`src/rtl/tm1638_responder_pkg.sv`:
```
// Shared definitions for the TM1638 device-side responder: command classes,
// mode bit positions, memory sizes, FSM state encoding and key-stream packing.
package tm1638_responder_pkg;

    localparam logic [1:0] CMD_DATA = 2'b01;
    localparam logic [1:0] CMD_DISP = 2'b10;
    localparam logic [1:0] CMD_ADDR = 2'b11;

    localparam int READ_BIT    = 1;
    localparam int FIXED_BIT   = 2;
    localparam int DISP_ON_BIT = 3;

    localparam int RAM_WORDS = 16;
    localparam int KEY_BYTES = 4;
    localparam int KEY_BITS  = 8 * KEY_BYTES;

    typedef enum logic [2:0] {
        ST_IDLE   = 3'd0,
        ST_CMD    = 3'd1,
        ST_WDATA  = 3'd2,
        ST_RDATA  = 3'd3,
        ST_IGNORE = 3'd4
    } state_t;

    // Key byte i carries key 2i in bit 0 and key 2i+1 in bit 4; the rest are 0.
    function automatic logic [KEY_BITS-1:0] key_stream(input logic [7:0] keys);
        logic [KEY_BITS-1:0] s;
        s = {KEY_BITS{1'b0}};
        for (int i = 0; i < KEY_BYTES; i++) begin
            s[8*i]     = keys[2*i];
            s[8*i + 4] = keys[2*i + 1];
        end
        return s;
    endfunction

endpackage

```
`src/rtl/tm1638_sync_edge.sv`:
```
// Multi-stage synchronizer for one serial-link input with registered
// rise/fall pulses. The level output is delayed to line up with the pulses.
module tm1638_sync_edge #(
    parameter int STAGES = 2
) (
    input  logic clk,
    input  logic n_rst,
    input  logic din,
    output logic level,
    output logic rise,
    output logic fall
);

    logic [STAGES-1:0] sync_r;
    logic              prev_r;
    logic              rise_r;
    logic              fall_r;

    // Synchronize the pad level (idle high) and register edge pulses.
    always_ff @(posedge clk or posedge n_rst) begin
        if (n_rst) begin
            sync_r <= {STAGES{1'b1}};
            prev_r <= 1'b1;
            rise_r <= 1'b0;
            fall_r <= 1'b0;
        end else begin
            sync_r <= {sync_r[STAGES-2:0], din};
            prev_r <= sync_r[STAGES-1];
            rise_r <= sync_r[STAGES-1] & ~prev_r;
            fall_r <= ~sync_r[STAGES-1] & prev_r;
        end
    end

    assign level = prev_r;
    assign rise  = rise_r;
    assign fall  = fall_r;

endmodule

```
`src/rtl/tm1638_responder.sv`:
```
// TM1638 device-side responder: decodes STB/CLK/DIO frames from the master,
// holds the 16-byte display RAM and display control, and serializes a key
// snapshot back on DIO during read frames.
module tm1638_responder
    import tm1638_responder_pkg::*;
#(
    parameter int C_SYNC_STAGES = 2
) (
    input  logic       clk,
    input  logic       n_rst,
    input  logic       tm1638_strobe,
    input  logic       tm1638_clk,
    input  logic       tm1638_dio_in,
    output logic       tm1638_dio_out,
    output logic       tm1638_dio_oe,
    input  logic [7:0] key_state,
    input  logic [3:0] ram_addr,
    output logic [7:0] ram_data,
    output logic       wr_valid,
    output logic [3:0] wr_addr,
    output logic [7:0] wr_data,
    output logic       disp_on,
    output logic [2:0] brightness,
    output logic       cmd_err
);

    logic stb_lvl_s, stb_rise_s, stb_fall_s;
    logic clk_lvl_s, clk_rise_s, clk_fall_s;
    logic dio_lvl_s, dio_rise_s, dio_fall_s;
    logic unused_evt_s;

    tm1638_sync_edge #(.STAGES(C_SYNC_STAGES)) u_sync_stb (
        .clk(clk), .n_rst(n_rst), .din(tm1638_strobe),
        .level(stb_lvl_s), .rise(stb_rise_s), .fall(stb_fall_s)
    );

    tm1638_sync_edge #(.STAGES(C_SYNC_STAGES)) u_sync_clk (
        .clk(clk), .n_rst(n_rst), .din(tm1638_clk),
        .level(clk_lvl_s), .rise(clk_rise_s), .fall(clk_fall_s)
    );

    tm1638_sync_edge #(.STAGES(C_SYNC_STAGES)) u_sync_dio (
        .clk(clk), .n_rst(n_rst), .din(tm1638_dio_in),
        .level(dio_lvl_s), .rise(dio_rise_s), .fall(dio_fall_s)
    );

    // Only the DIO level and the STB/CLK edges drive the protocol.
    assign unused_evt_s = ^{stb_lvl_s, clk_lvl_s, dio_rise_s, dio_fall_s};

    state_t              state_r;
    logic [2:0]          bit_cnt_r;
    logic [7:0]          shift_r;
    logic                read_mode_r;
    logic                fixed_mode_r;
    logic [3:0]          addr_r;
    logic                disp_on_r;
    logic [2:0]          bright_r;
    logic [7:0]          key_snap_r;
    logic [5:0]          key_idx_r;
    logic                dio_oe_r;
    logic                dio_out_r;
    logic                wr_valid_r;
    logic [3:0]          wr_addr_r;
    logic [7:0]          wr_data_r;
    logic                cmd_err_r;
    logic [7:0]          ram_data_r;
    logic [7:0]          ram_r [RAM_WORDS];

    logic [7:0]          rx_byte_s;
    logic [KEY_BITS-1:0] key_stream_s;

    // Byte as it will look once the bit sampled on this CLK rise is shifted in.
    assign rx_byte_s    = {dio_lvl_s, shift_r[7:1]};
    assign key_stream_s = key_stream(key_snap_r);

    // Frame state machine: byte assembly, command decode, RAM writes, key serializer.
    always_ff @(posedge clk or posedge n_rst) begin
        if (n_rst) begin
            state_r      <= ST_IDLE;
            bit_cnt_r    <= 3'd0;
            shift_r      <= 8'h00;
            read_mode_r  <= 1'b0;
            fixed_mode_r <= 1'b0;
            addr_r       <= 4'd0;
            disp_on_r    <= 1'b0;
            bright_r     <= 3'd0;
            key_snap_r   <= 8'h00;
            key_idx_r    <= 6'd0;
            dio_oe_r     <= 1'b0;
            dio_out_r    <= 1'b1;
            wr_valid_r   <= 1'b0;
            wr_addr_r    <= 4'd0;
            wr_data_r    <= 8'h00;
            cmd_err_r    <= 1'b0;
            for (int i = 0; i < RAM_WORDS; i++) begin
                ram_r[i] <= 8'h00;
            end
        end else begin
            wr_valid_r <= 1'b0;
            cmd_err_r  <= 1'b0;
            if (stb_rise_s) begin
                // End of frame wins over a coincident CLK edge; a partial byte is an error.
                if ((state_r != ST_IDLE) && (bit_cnt_r != 3'd0)) begin
                    cmd_err_r <= 1'b1;
                end
                state_r   <= ST_IDLE;
                dio_oe_r  <= 1'b0;
                bit_cnt_r <= 3'd0;
            end else if (stb_fall_s) begin
                state_r   <= ST_CMD;
                bit_cnt_r <= 3'd0;
            end else if (clk_rise_s && (state_r != ST_IDLE)) begin
                shift_r   <= rx_byte_s;
                bit_cnt_r <= bit_cnt_r + 3'd1;
                if (bit_cnt_r == 3'd7) begin
                    case (state_r)
                        ST_CMD: begin
                            case (rx_byte_s[7:6])
                                CMD_DATA: begin
                                    read_mode_r  <= rx_byte_s[READ_BIT];
                                    fixed_mode_r <= rx_byte_s[FIXED_BIT];
                                    if (rx_byte_s[READ_BIT]) begin
                                        key_snap_r <= key_state;
                                        key_idx_r  <= 6'd0;
                                        state_r    <= ST_RDATA;
                                    end else begin
                                        state_r    <= ST_IGNORE;
                                    end
                                end
                                CMD_DISP: begin
                                    disp_on_r <= rx_byte_s[DISP_ON_BIT];
                                    bright_r  <= rx_byte_s[2:0];
                                    state_r   <= ST_IGNORE;
                                end
                                CMD_ADDR: begin
                                    addr_r  <= rx_byte_s[3:0];
                                    state_r <= ST_WDATA;
                                end
                                default: begin
                                    cmd_err_r <= 1'b1;
                                    state_r   <= ST_IGNORE;
                                end
                            endcase
                        end
                        ST_WDATA: begin
                            ram_r[addr_r] <= rx_byte_s;
                            wr_valid_r    <= 1'b1;
                            wr_addr_r     <= addr_r;
                            wr_data_r     <= rx_byte_s;
                            if (!fixed_mode_r) begin
                                addr_r <= addr_r + 4'd1;
                            end
                        end
                        default: begin
                            state_r <= state_r;
                        end
                    endcase
                end
            end else if (clk_fall_s && (state_r == ST_RDATA)) begin
                dio_oe_r <= 1'b1;
                if (key_idx_r < 6'd32) begin
                    dio_out_r <= key_stream_s[key_idx_r[4:0]];
                    key_idx_r <= key_idx_r + 6'd1;
                end else begin
                    dio_out_r <= 1'b0;
                end
            end
        end
    end

    // Registered display-RAM read port; a same-cycle write returns old data.
    always_ff @(posedge clk or posedge n_rst) begin
        if (n_rst) begin
            ram_data_r <= 8'h00;
        end else begin
            ram_data_r <= ram_r[ram_addr];
        end
    end

    assign tm1638_dio_out = dio_out_r;
    assign tm1638_dio_oe  = dio_oe_r;
    assign ram_data       = ram_data_r;
    assign wr_valid       = wr_valid_r;
    assign wr_addr        = wr_addr_r;
    assign wr_data        = wr_data_r;
    assign disp_on        = disp_on_r;
    assign brightness     = bright_r;
    assign cmd_err        = cmd_err_r;

endmodule

```
`config.mk`:
```
export PLATFORM = sky130hd
export DESIGN_NAME = tm1638_responder
export DESIGN_NICKNAME = d
export VERILOG_FILES = /design/src/rtl/tm1638_responder_pkg.sv /design/src/rtl/tm1638_sync_edge.sv /design/src/rtl/tm1638_responder.sv
export SDC_FILE = /design/constraint.sdc
export NUM_CORES = 1
export LEC_CHECK = 0
export CELL_PAD_IN_SITES_DETAIL_PLACEMENT = 1
export CELL_PAD_IN_SITES_GLOBAL_PLACEMENT = 1
export CORE_MARGIN = 4
export CORE_UTILIZATION = 46
export CTS_CLUSTER_DIAMETER = 60
export DETAILED_ROUTE_END_ITERATION = 10
export GPL_TIMING_DRIVEN = 0
export PLACE_DENSITY_LB_ADDON = 0.1
export SLEW_MARGIN = 20
export SYNTH_ARGS = -nofsm -noshare
export SYNTH_HDL_FRONTEND = slang
export SYNTH_SLANG_ARGS = --single-unit
```
`constraint.sdc`:
```
create_clock -name clk -period 6.9 [get_ports clk]
set_input_delay 1.035 -clock clk [delete_from_list [all_inputs] [get_ports clk]]
set_output_delay 1.035 -clock clk [all_outputs]
set_load 0.1 [all_outputs]
```
==> results.yml, run 1 <==
power:
  swShare_pct: 24.2
  leakage_nw: 4.84
  pwr-share-clk_pct: 44.4
  p_int_w: 0.00191
  p_per_area_nw_per_um2: 242
  p_seq_share_pct: 48.4
  combPwrFrac_pct: 7.2
  ir_drop_mv: 0.166
  power.switching_w: 0.000608
routing:
  wl_per_cell_microns: 22.9
  via_per_inst: 5.56
  drt_iter0_drc: 248
  wirelength_microns: 21500
  dr.pass1.iters: 4
  ant_nets: 0
  vias: 5224
  remaining_drc_errors: 0
logic_synthesis:
  syn_nets: 620
  synth_seq_area_share_pct: 56.6
  synth_top_flop_cell: "dfrtp_1"
  synth_cell_types: 47
  synth.largest_area_cell: "dfrtp_1"
  ys_ff_latch: 201
  yosysMostFrequentCell: "dfrtp_1"
  syn_inst: 595
  synth_common_cells: "191 x dfrtp_1, 133 x mux2_2, 33 x mux4_2"
  synthArstFlopShare_pct: 100
  syn_area_per_cell_sq_um: 15.0
  synth_top_area_share_pct: 53.6
  synthTopCellsByArea: "dfrtp_1 54%, mux2_2 17%, mux4_2 8.3%"
  netlist_area_sq_um: 8910
  yosys_warnings: 0
  synth_edf_count: 0
floorplan:
  core_sq_um: 18900
  die_area_sq_um: 21700
  num_io_pins: 45
  die_w_microns: 147
  die_h_microns: 147
  initial_utilization_pct: 47.2
  std_cell_rows: 50
place:
  routabilityCongestion: 0.756
  pre_cts_slack_ns: 3.46
  dp_cells: 899
  place_area_sq_um: 9700
  hpwlAfterDp_microns: 14600
  io_buffers: 43
global_routing:
  antenna_found_initial: 0
  grt_start_max_net_pins: 107
  grt_busiest_layer: "met2"
  gr-usage-met3_pct: 2.65
  gr-total-overflow: 0
  grt_pass1_wl_microns: 34900
  use_met1_pct: 28.1
  met2_usage_pct: 35.3
  grt_pass1_vias: 5970
  grt_use_total_pct: 20.5
clocking:
  cts_tree: "yes"
  cts_setup_buffers: 0
  numCtsBuffers: 23
  htree_levels: 1
  cts_resized: 0
  clk_latency_ns: 0.50
  cts_hold_buf: 0
  cts-root-buf: "clkbuf_16"
  cts_max_path_buffers: 3
  path_clk_slew_ns: 0.06
  clock_sinks: 201
final_layout:
  antenna_cells: 0
  stdcell_area_sq_um: 10400
  multi_input_area_sq_um: 3660
  area_growth_pct: 16.6
  regArea_sq_um: 5040
  fillCellCount: 1873
  nets: 689
  stdcell_count: 939
  drive_gt1_share_pct: 37.6
setup_path:
  crit_type: "register to primary output"
  crit_path_start_kind: "register"
  setup.worst_path.start: "tm1638_dio_out"
  critPathTopFamily: "buffers and inverters"
  cp_data_required_time_ns: 5.86
  crit_fanout: 2
  critical-path-max-stage-delay_ns: 1.13
  endpoint_kind: "primary output"
  path_buf_inv: 1
  critPathSlowestCell: "clkdlybuf4s50_1"
  arrival_ns: 2.15
  crit_chain: "clkdlybuf4s50_1"
  r2r-start: "u_sync_stb.rise"
sta:
  setup_tns_ns: 0
  slew_headroom_pct: 26.3
  setup_violations: 0
  fin_crit_ns: 3.19
  post-route-period-util_pct: 46.2
  worst_slew_pin_slew_ns: 1.10
  fin_hold_ws_ns: 0.352
  grt_setup_unrepaired: "false"
  maxSlewViolCount: 0
  fmax_mhz: 314
  hold_viol: 0
  setup_ws_ns: 3.71
  fin_skew_ns: 0.00876
outcome:
  status: "finished, final reports clean"
min_path:
  hold_class: "register to register"
  hold_start: "u_sync_clk.sync_r[0]"
job:
  cap_viol_max_count: 0
## metrics by stage
step	utilization [%]	power (W)
final	55.0	0.00252
after global placement	51.2	0.00141
after floorplan	-	0.00134
after detailed placement	51.4	0.00142
after CTS	55.0	0.00255
after global routing	55.0	0.00263
## worst paths after layout
| kind | to | slack (ns) | cells past startpoint |
|---|---|---|---|
| max | tm1638_dio_out | 3.71 | 1 |
| min reg2reg | u_sync_clk.sync_r[1] | 0.35 | 0 |
| min | u_sync_clk.sync_r[1] | 0.35 | 0 |
| min in group asynchronous | wr_data[3] | 1.04 | 2 |
| max reg2reg | ram_r[85] | 4.09 | 5 |
| max in group asynchronous | u_sync_dio.level | 4.90 | 3 |
## sequential cells by signal (all words and copies together) (netlist names), 2 cells and up
register and count:
state_r 3, ram_data 8, u_sync_stb.sync_r 2, wr_addr 4, key_idx_r 6, ram_r 128, key_snap_r 8, bit_cnt_r 3
addr_r 4, u_sync_dio.sync_r 2, brightness 3, u_sync_clk.sync_r 2, wr_data 8, shift_r 7
## layout make-up
class,count,area share (%)
timing repair buffer,44,4.41
multi-input combinational,346,35.2
inverter,9,0.397
buffer,39,1.75
tap,260,3.13
clock buffer,36,6.39
sequential,201,48.5
clock inverter,4,0.217
## power groups by stage
stage               Combinational [W]  Clock [W]  Sequential, W
CTS                          0.000185    0.00115        0.00122
finish                       0.000182    0.00112        0.00122
detailed placement           0.000184          0        0.00124
global placement             0.000173          0        0.00124
global route                 0.000203    0.00121        0.00122
floorplan                    0.000112          0        0.00123
## cell usage in the layout, fill, tap and decap left out, drive strengths merged, types with 4 or more instances in the layout
| cell type | netlist | layout |
|---|---|---|
| a21oi | 4 | 4 |
| a22oi | 17 | 17 |
| buf | 14 | 14 |
| clkbuf | 25 | 62 |
| clkdlybuf4s50 | 0 | 43 |
| dfrtp | 191 | 191 |
| dfstp | 10 | 10 |
| ha | 8 | 8 |
| inv | 9 | 9 |
| mux2 | 161 | 161 |
| mux2i | 4 | 4 |
| mux4 | 33 | 33 |
| nand2 | 19 | 19 |
| nand3 | 9 | 9 |
| nand4 | 5 | 5 |
| nor2 | 21 | 21 |
| nor2b | 10 | 10 |
| nor3 | 5 | 5 |
| o21ai | 9 | 9 |
| or3 | 9 | 9 |
## layer usage
layer	wire length, microns	vias up
met5	0	-
met4	332	0
met3	652	22
met2	10900	76
met1	9590	2815
li1	-	2311
## logic make-up after synthesis
group / Yosys count / share of synthesized area [%]
buffers and inverters: 48 / 2.40
AO/OA/AOI/OAI: 42 / 3.27
adder cells (fa/ha/maj): 8 / 1.12
multiplexers: 198 / 30.1
flip-flops: 201 / 56.6
AND/OR/NAND/NOR: 95 / 6.19
XOR/XNOR: 3 / 0.295
Note: power is estimated with default switching activity, not from simulation.
==> inputs of run 2 (changes only) <==
--- a/config.mk
+++ b/config.mk
@@ -8,7 +8,7 @@
 export CELL_PAD_IN_SITES_DETAIL_PLACEMENT = 1
 export CELL_PAD_IN_SITES_GLOBAL_PLACEMENT = 1
 export CORE_MARGIN = 4
-export CORE_UTILIZATION = 46
+export CORE_UTILIZATION = 51
 export CTS_CLUSTER_DIAMETER = 60
 export DETAILED_ROUTE_END_ITERATION = 10
 export GPL_TIMING_DRIVEN = 0
==> constraint.sdc (replaced) <==
create_clock -name clk -period 3.2 [get_ports clk]
set_input_delay 0.48 -clock clk [delete_from_list [all_inputs] [get_ports clk]]
set_output_delay 0.48 -clock clk [all_outputs]
set_load 0.1 [all_outputs]
==> run 2 against run 1 <==
  * Hold slack lost 0.020 ns
  * Clock skew grew 0.011 ns
  * Global-route usage grew 2.8 points
  * Critical path depth grew 4
  * Wire length grew 3.2%
  * Combinational power grew 130%
  * Final area grew 0.41%
  * Sequential power grew 110%
  * Clock power grew 110%
  * Non-clock buffer count grew 5
  * Setup slack lost 3.3 ns
==> results.yml, run 2 (synthesized netlist as in run 1, its figures left out) <==
outcome:
  status: "finished, final reports clean"
clocking:
  cts_max_path_buffers: 3
  cts_setup_buffers: 0
  clk_latency_ns: 0.51
  numCtsBuffers: 22
  path_clk_slew_ns: 0.06
  cts_hold_buf: 0
  cts-root-buf: "clkbuf_16"
  cts_resized: 0
  cts_tree: "yes"
  htree_levels: 1
  clock_sinks: 201
sta:
  fmax_mhz: 353
  setup_violations: 0
  fin_crit_ns: 2.83
  worst_slew_pin_slew_ns: 1.10
  maxSlewViolCount: 0
  grt_setup_unrepaired: "false"
  slew_headroom_pct: 26.4
  fin_skew_ns: 0.0196
  hold_viol: 0
  fin_hold_ws_ns: 0.332
  post-route-period-util_pct: 88.5
floorplan:
  core_sq_um: 17200
  num_io_pins: 45
  std_cell_rows: 48
  die_h_microns: 140
  initial_utilization_pct: 51.7
  die_w_microns: 140
  die_area_sq_um: 19700
setup_path:
  r2r-start: "u_sync_stb.rise"
  rr_worst_depth: 5
  crit_type: "register to register"
  cp_data_required_time_ns: 3.59
  crit_path_start_kind: "register"
  arrival_ns: 3.22
  rrSetupSlack_ns: 0.37
  crit_fanout: 10
  endpoint_kind: "register"
  crit_chain: "buf_2, nor3b_2, nand4b_1, nor2_1, mux2_2"
  rr_endpoint: "ram_r[84]"
  critPathSlowestCell: "nor2_1"
  critical-path-max-stage-delay_ns: 0.90
power:
  power.switching_w: 0.00134
  pwr-share-clk_pct: 44.0
  ir_drop_mv: 0.389
  combPwrFrac_pct: 7.8
  p_int_w: 0.00410
  leakage_nw: 4.88
  p_per_area_nw_per_um2: 522
  p_seq_share_pct: 48.2
  swShare_pct: 24.6
routing:
  remaining_drc_errors: 0
  wirelength_microns: 22200
  vias: 5366
  wl_per_cell_microns: 24.4
  drt_iter0_drc: 279
  ant_nets: 0
  via_per_inst: 5.90
  dr.pass1.iters: 4
final_layout:
  final_common_cell: "dfrtp_1"
  nets: 693
  stdcell_area_sq_um: 10400
  regMostFlops: "ram_r"
  largest_reg_flops: 128
  antenna_cells: 0
  stdcell_count: 909
  final_cell_mix: "191 x dfrtp_1, 133 x mux2_2, 43 x clkdlybuf4s50_1, 34 x clkbuf_1, 33 x mux4_2"
  area_growth_pct: 17.1
  drive_gt1_share_pct: 38.0
global_routing:
  grt_pass1_vias: 6049
  grt_pass1_wl_microns: 35800
  grt_start_max_net_pins: 37
  gr-total-overflow: 0
  grt_use_total_pct: 23.3
  antenna_found_initial: 0
place:
  io_buffers: 43
  dp_cells: 869
  routabilityCongestion: 0.822
  hpwlAfterDp_microns: 15300
  place_area_sq_um: 9750
job:
  cap_viol_max_count: 0
min_path:
  hold_class: "primary input to async pin"
run 2: cell count changes in the layout (fill, tap and decap cells not counted):
cell       previous run  this run
clkbuf_8              4         5
inv_8                 1         0
clkbuf_16            23        22
buf_16                1         0
clkinv_8              0         1
buf_12                0         6
run 2: worst max path at each step:
stage	start	to	slack, ns	cells past startpoint
4_1_cts	u_sync_stb.rise	ram_r[67]	0.45	5
3_5_place_dp	ram_addr[0]	ram_data[2]	0.39	5
6_report	u_sync_stb.rise	ram_r[84]	0.37	5
5_1_grt	u_sync_stb.rise	ram_r[67]	0.28	5
3_3_place_gp	n_rst	ram_r[38]	-1.28	2
2_1_floorplan	n_rst	addr_r[0]	0.13	1
run 2: layout make-up:
class / count / area [sq um]
tap: 225 / 282
multi-input combinational: 346 / 3660
fill: 1663 / 6800
sequential: 201 / 5040
clock inverter: 4 / 31.3
clock buffer: 36 / 653
inverter: 9 / 37.5
buffer: 39 / 181
timing repair buffer: 49 / 551
run 2: worst max-delay path: cells and delay by family, from the launching register on:
| family | cells | cell delay, ns |
|---|---|---|
| buffers and inverters | 1 | 0.18 |
| flip-flops | 1 | 0.35 |
| multiplexers | 1 | 0.43 |
| AND/OR/NAND/NOR | 3 | 1.74 |
run 2: power groups by stage:
stage               Sequential, W  Clock (W)  Combinational (W)
floorplan                 0.00266          0           0.000243
global placement          0.00267          0           0.000384
detailed placement        0.00267          0           0.000430
CTS                       0.00262    0.00245           0.000429
global route              0.00263    0.00258           0.000464
finish                    0.00262    0.00240           0.000424
run 2: through the flow:
| step | setup TNS (ns) | setup slack [ns] | power, W | utilization [%] |
|---|---|---|---|---|
| global placement | -243.85 | -1.28 | 0.00305 | 55.9 |
| CTS | 0 | 0.452 | 0.00550 | 60.5 |
| finish | 0 | 0.367 | 0.00544 | 60.5 |
| detailed placement | 0 | 0.393 | 0.00310 | 56.6 |
| floorplan | 0 | 0.126 | 0.00290 | - |
| global route | 0 | 0.275 | 0.00567 | 60.5 |
run 2: metal layers:
metal  up-vias  part of all wire [%]  track usage [%]
met5         -                     0                0
met4         0                   2.5             6.32
met3        39                   4.9             4.47
met2       113                    50             38.7
met1      2898                    43             31.8
li1       2316                     -                -
==> inputs of run 3 (changes only) <==
--- a/config.mk
+++ b/config.mk
@@ -8,7 +8,7 @@
 export CELL_PAD_IN_SITES_DETAIL_PLACEMENT = 1
 export CELL_PAD_IN_SITES_GLOBAL_PLACEMENT = 1
 export CORE_MARGIN = 4
-export CORE_UTILIZATION = 51
+export CORE_UTILIZATION = 46
 export CTS_CLUSTER_DIAMETER = 60
 export DETAILED_ROUTE_END_ITERATION = 10
 export GPL_TIMING_DRIVEN = 0
==> constraint.sdc (replaced) <==
create_clock -name clk -period 2.3 [get_ports clk]
set_input_delay 0.345 -clock clk [delete_from_list [all_inputs] [get_ports clk]]
set_output_delay 0.345 -clock clk [all_outputs]
set_load 0.1 [all_outputs]
==> run 3 against run 2 <==
  * Clock power rose by 42%
  * Global-route usage fell by 2.1 points
  * Setup slack got worse by 0.37 ns
  * Maximum frequency rose by 23%
  * Clock-buffer cell count fell by 7
  * Register-to-register slack got worse by 0.37 ns
  * Flip-flop and latch count did not move
  * Die area rose by 10%
  * Core utilization fell by 2.8 points
  * Combinational power rose by 49%
  * Final area rose by 4.6%
  * Via count rose by 1.6%
==> results.yml, run 3 (synthesized netlist as in run 1, its figures left out) <==
outcome:
  status: "finished, final reports clean"
final_layout:
  fin_util_pct: 57.8
  nets: 715
  final_cell_mix: "188 x dfrtp_1, 132 x mux2_2, 33 x mux4_2, 29 x mux2_4"
  drive_gt1_share_pct: 43.5
  stdcell_area_sq_um: 10900
  antenna_cells: 0
  largest_reg_flops: 128
  final_common_cell: "dfrtp_1"
  stdcell_count: 966
  regArea_sq_um: 5050
  multi_input_area_sq_um: 3800
  area_growth_pct: 22.4
  regMostFlops: "ram_r"
  fillCellCount: 1805
global_routing:
  grt_pass1_wl_microns: 35700
  gr-total-overflow: 0
  grt_start_max_net_pins: 35
  grt_use_total_pct: 21.2
  grt_pass1_vias: 6064
  antenna_found_initial: 0
sta:
  post-route-period-util_pct: 99.9
  grt_setup_unrepaired: "true"
  fin_skew_ns: 0.0177
  fmax_mhz: 435
  setup_violations: 0
  hold_viol: 0
  slew_headroom_pct: 34.8
  worst_slew_pin_slew_ns: 0.982
  maxSlewViolCount: 0
  fin_crit_ns: 2.30
setup_path:
  crit_path_start_kind: "register"
  setup.worst_path.start: "u_sync_stb.rise"
  path_buf_inv: 2
  critical-path-max-stage-delay_ns: 0.64
  r2r-start: "u_sync_stb.rise"
  crit_type: "register to register"
  arrival_ns: 2.69
  endpoint_kind: "register"
  critPathSlowestCell: "nor2_1"
  critPathTopFamily: "simple AND/OR/NAND/NOR gates"
  cp_data_required_time_ns: 2.69
  crit_fanout: 7
  crit_chain: "buf_6, or3b_4, buf_4, nor2_1, mux2_2"
  rrSetupSlack_ns: 0.002
routing:
  ant_nets: 0
  drt_iter0_drc: 271
  remaining_drc_errors: 0
  wirelength_microns: 22500
  vias: 5451
  dr.pass1.iters: 4
  wl_per_cell_microns: 23.3
  via_per_inst: 5.64
clocking:
  cts_tree: "yes"
  path_clk_slew_ns: 0.06
  clock_sinks: 201
  htree_levels: 1
  cts-root-buf: "clkbuf_16"
  cts_hold_buf: 0
  numCtsBuffers: 23
  clk_latency_ns: 0.51
  cts_max_path_buffers: 3
power:
  swShare_pct: 24.8
  p_int_w: 0.00578
  power.total_w: 0.00769
  leakage_nw: 5.20
  power.switching_w: 0.00191
  ir_drop_mv: 0.512
  combPwrFrac_pct: 8.2
  p_per_area_nw_per_um2: 705
  pwr-share-clk_pct: 44.4
  p_seq_share_pct: 47.4
floorplan:
  num_io_pins: 45
  initial_utilization_pct: 47.2
  die_w_microns: 147
  core_sq_um: 18900
  std_cell_rows: 50
  die_area_sq_um: 21700
  die_h_microns: 147
place:
  dp_cells: 904
  routabilityCongestion: 0.832
  hpwlAfterDp_microns: 15300
  place_area_sq_um: 9800
  io_buffers: 43
min_path:
  hold_start: "tm1638_strobe"
  hold_class: "primary input to register"
job:
  cap_viol_max_count: 0
## run 3: final cells by class
type                    count  share of cell area [%]
plain buffers              35                    1.53
clock buffers              29                    5.57
inverters                   9                   0.344
clock inverters            12                   0.906
flip-flops and latches    201                    46.2
multi-input cells         346                    34.8
repair buffers             74                    7.58
well taps                 260                    2.98
## run 3: power by group through the flow
| stage | Combinational [W] | Clock (W) | Sequential [W] |
|---|---|---|---|
| global placement | 0.000560 | 0 | 0.00371 |
| floorplan | 0.000337 | 0 | 0.00369 |
| global route | 0.000697 | 0.00370 | 0.00365 |
| detailed placement | 0.000617 | 0 | 0.00371 |
| CTS | 0.000625 | 0.00351 | 0.00365 |
| finish | 0.000633 | 0.00341 | 0.00365 |
## run 3: per-layer routing
metal / global-route usage, % / wire, microns / up-vias / share of wire, %
li1: - / - / 2370 / -
met1: 29.1 / 9610 / 2942 / 43
met2: 35.4 / 11200 / 108 / 50
met3: 4.10 / 1110 / 31 / 4.9
met4: 4.61 / 502 / 0 / 2.2
met5: 0 / 0 / - / 0
## run 3: repair_timing
item,in CTS,in global routing
setup endpoints to repair,171,144
pin swaps,11,10
setup buffers,12,12
gates resized for setup,60,19
## run 3: worst paths after layout
| kind | endpoint | depth (start not counted) |
|---|---|---|
| min in group asynchronous | wr_data[3] | 2 |
| setup reg to reg | shift_r[6] | 5 |
| hold / removal | u_sync_stb.sync_r[0] | 1 |
| hold reg to reg | u_sync_dio.level | 0 |
| max in group asynchronous | u_sync_stb.level | 4 |
| setup / recovery | shift_r[6] | 5 |
## run 3: per-stage QoR
step                TNS [ns]  setup slack (ns)  hold slack (ns)
global route          -0.399           -0.0594            0.228
CTS                    -3.51            -0.146            0.231
detailed placement    -26.59            -0.497            0.348
finish                     0           0.00156            0.251
global placement     -426.81             -2.07            0.346
floorplan            -122.08            -0.639            0.345
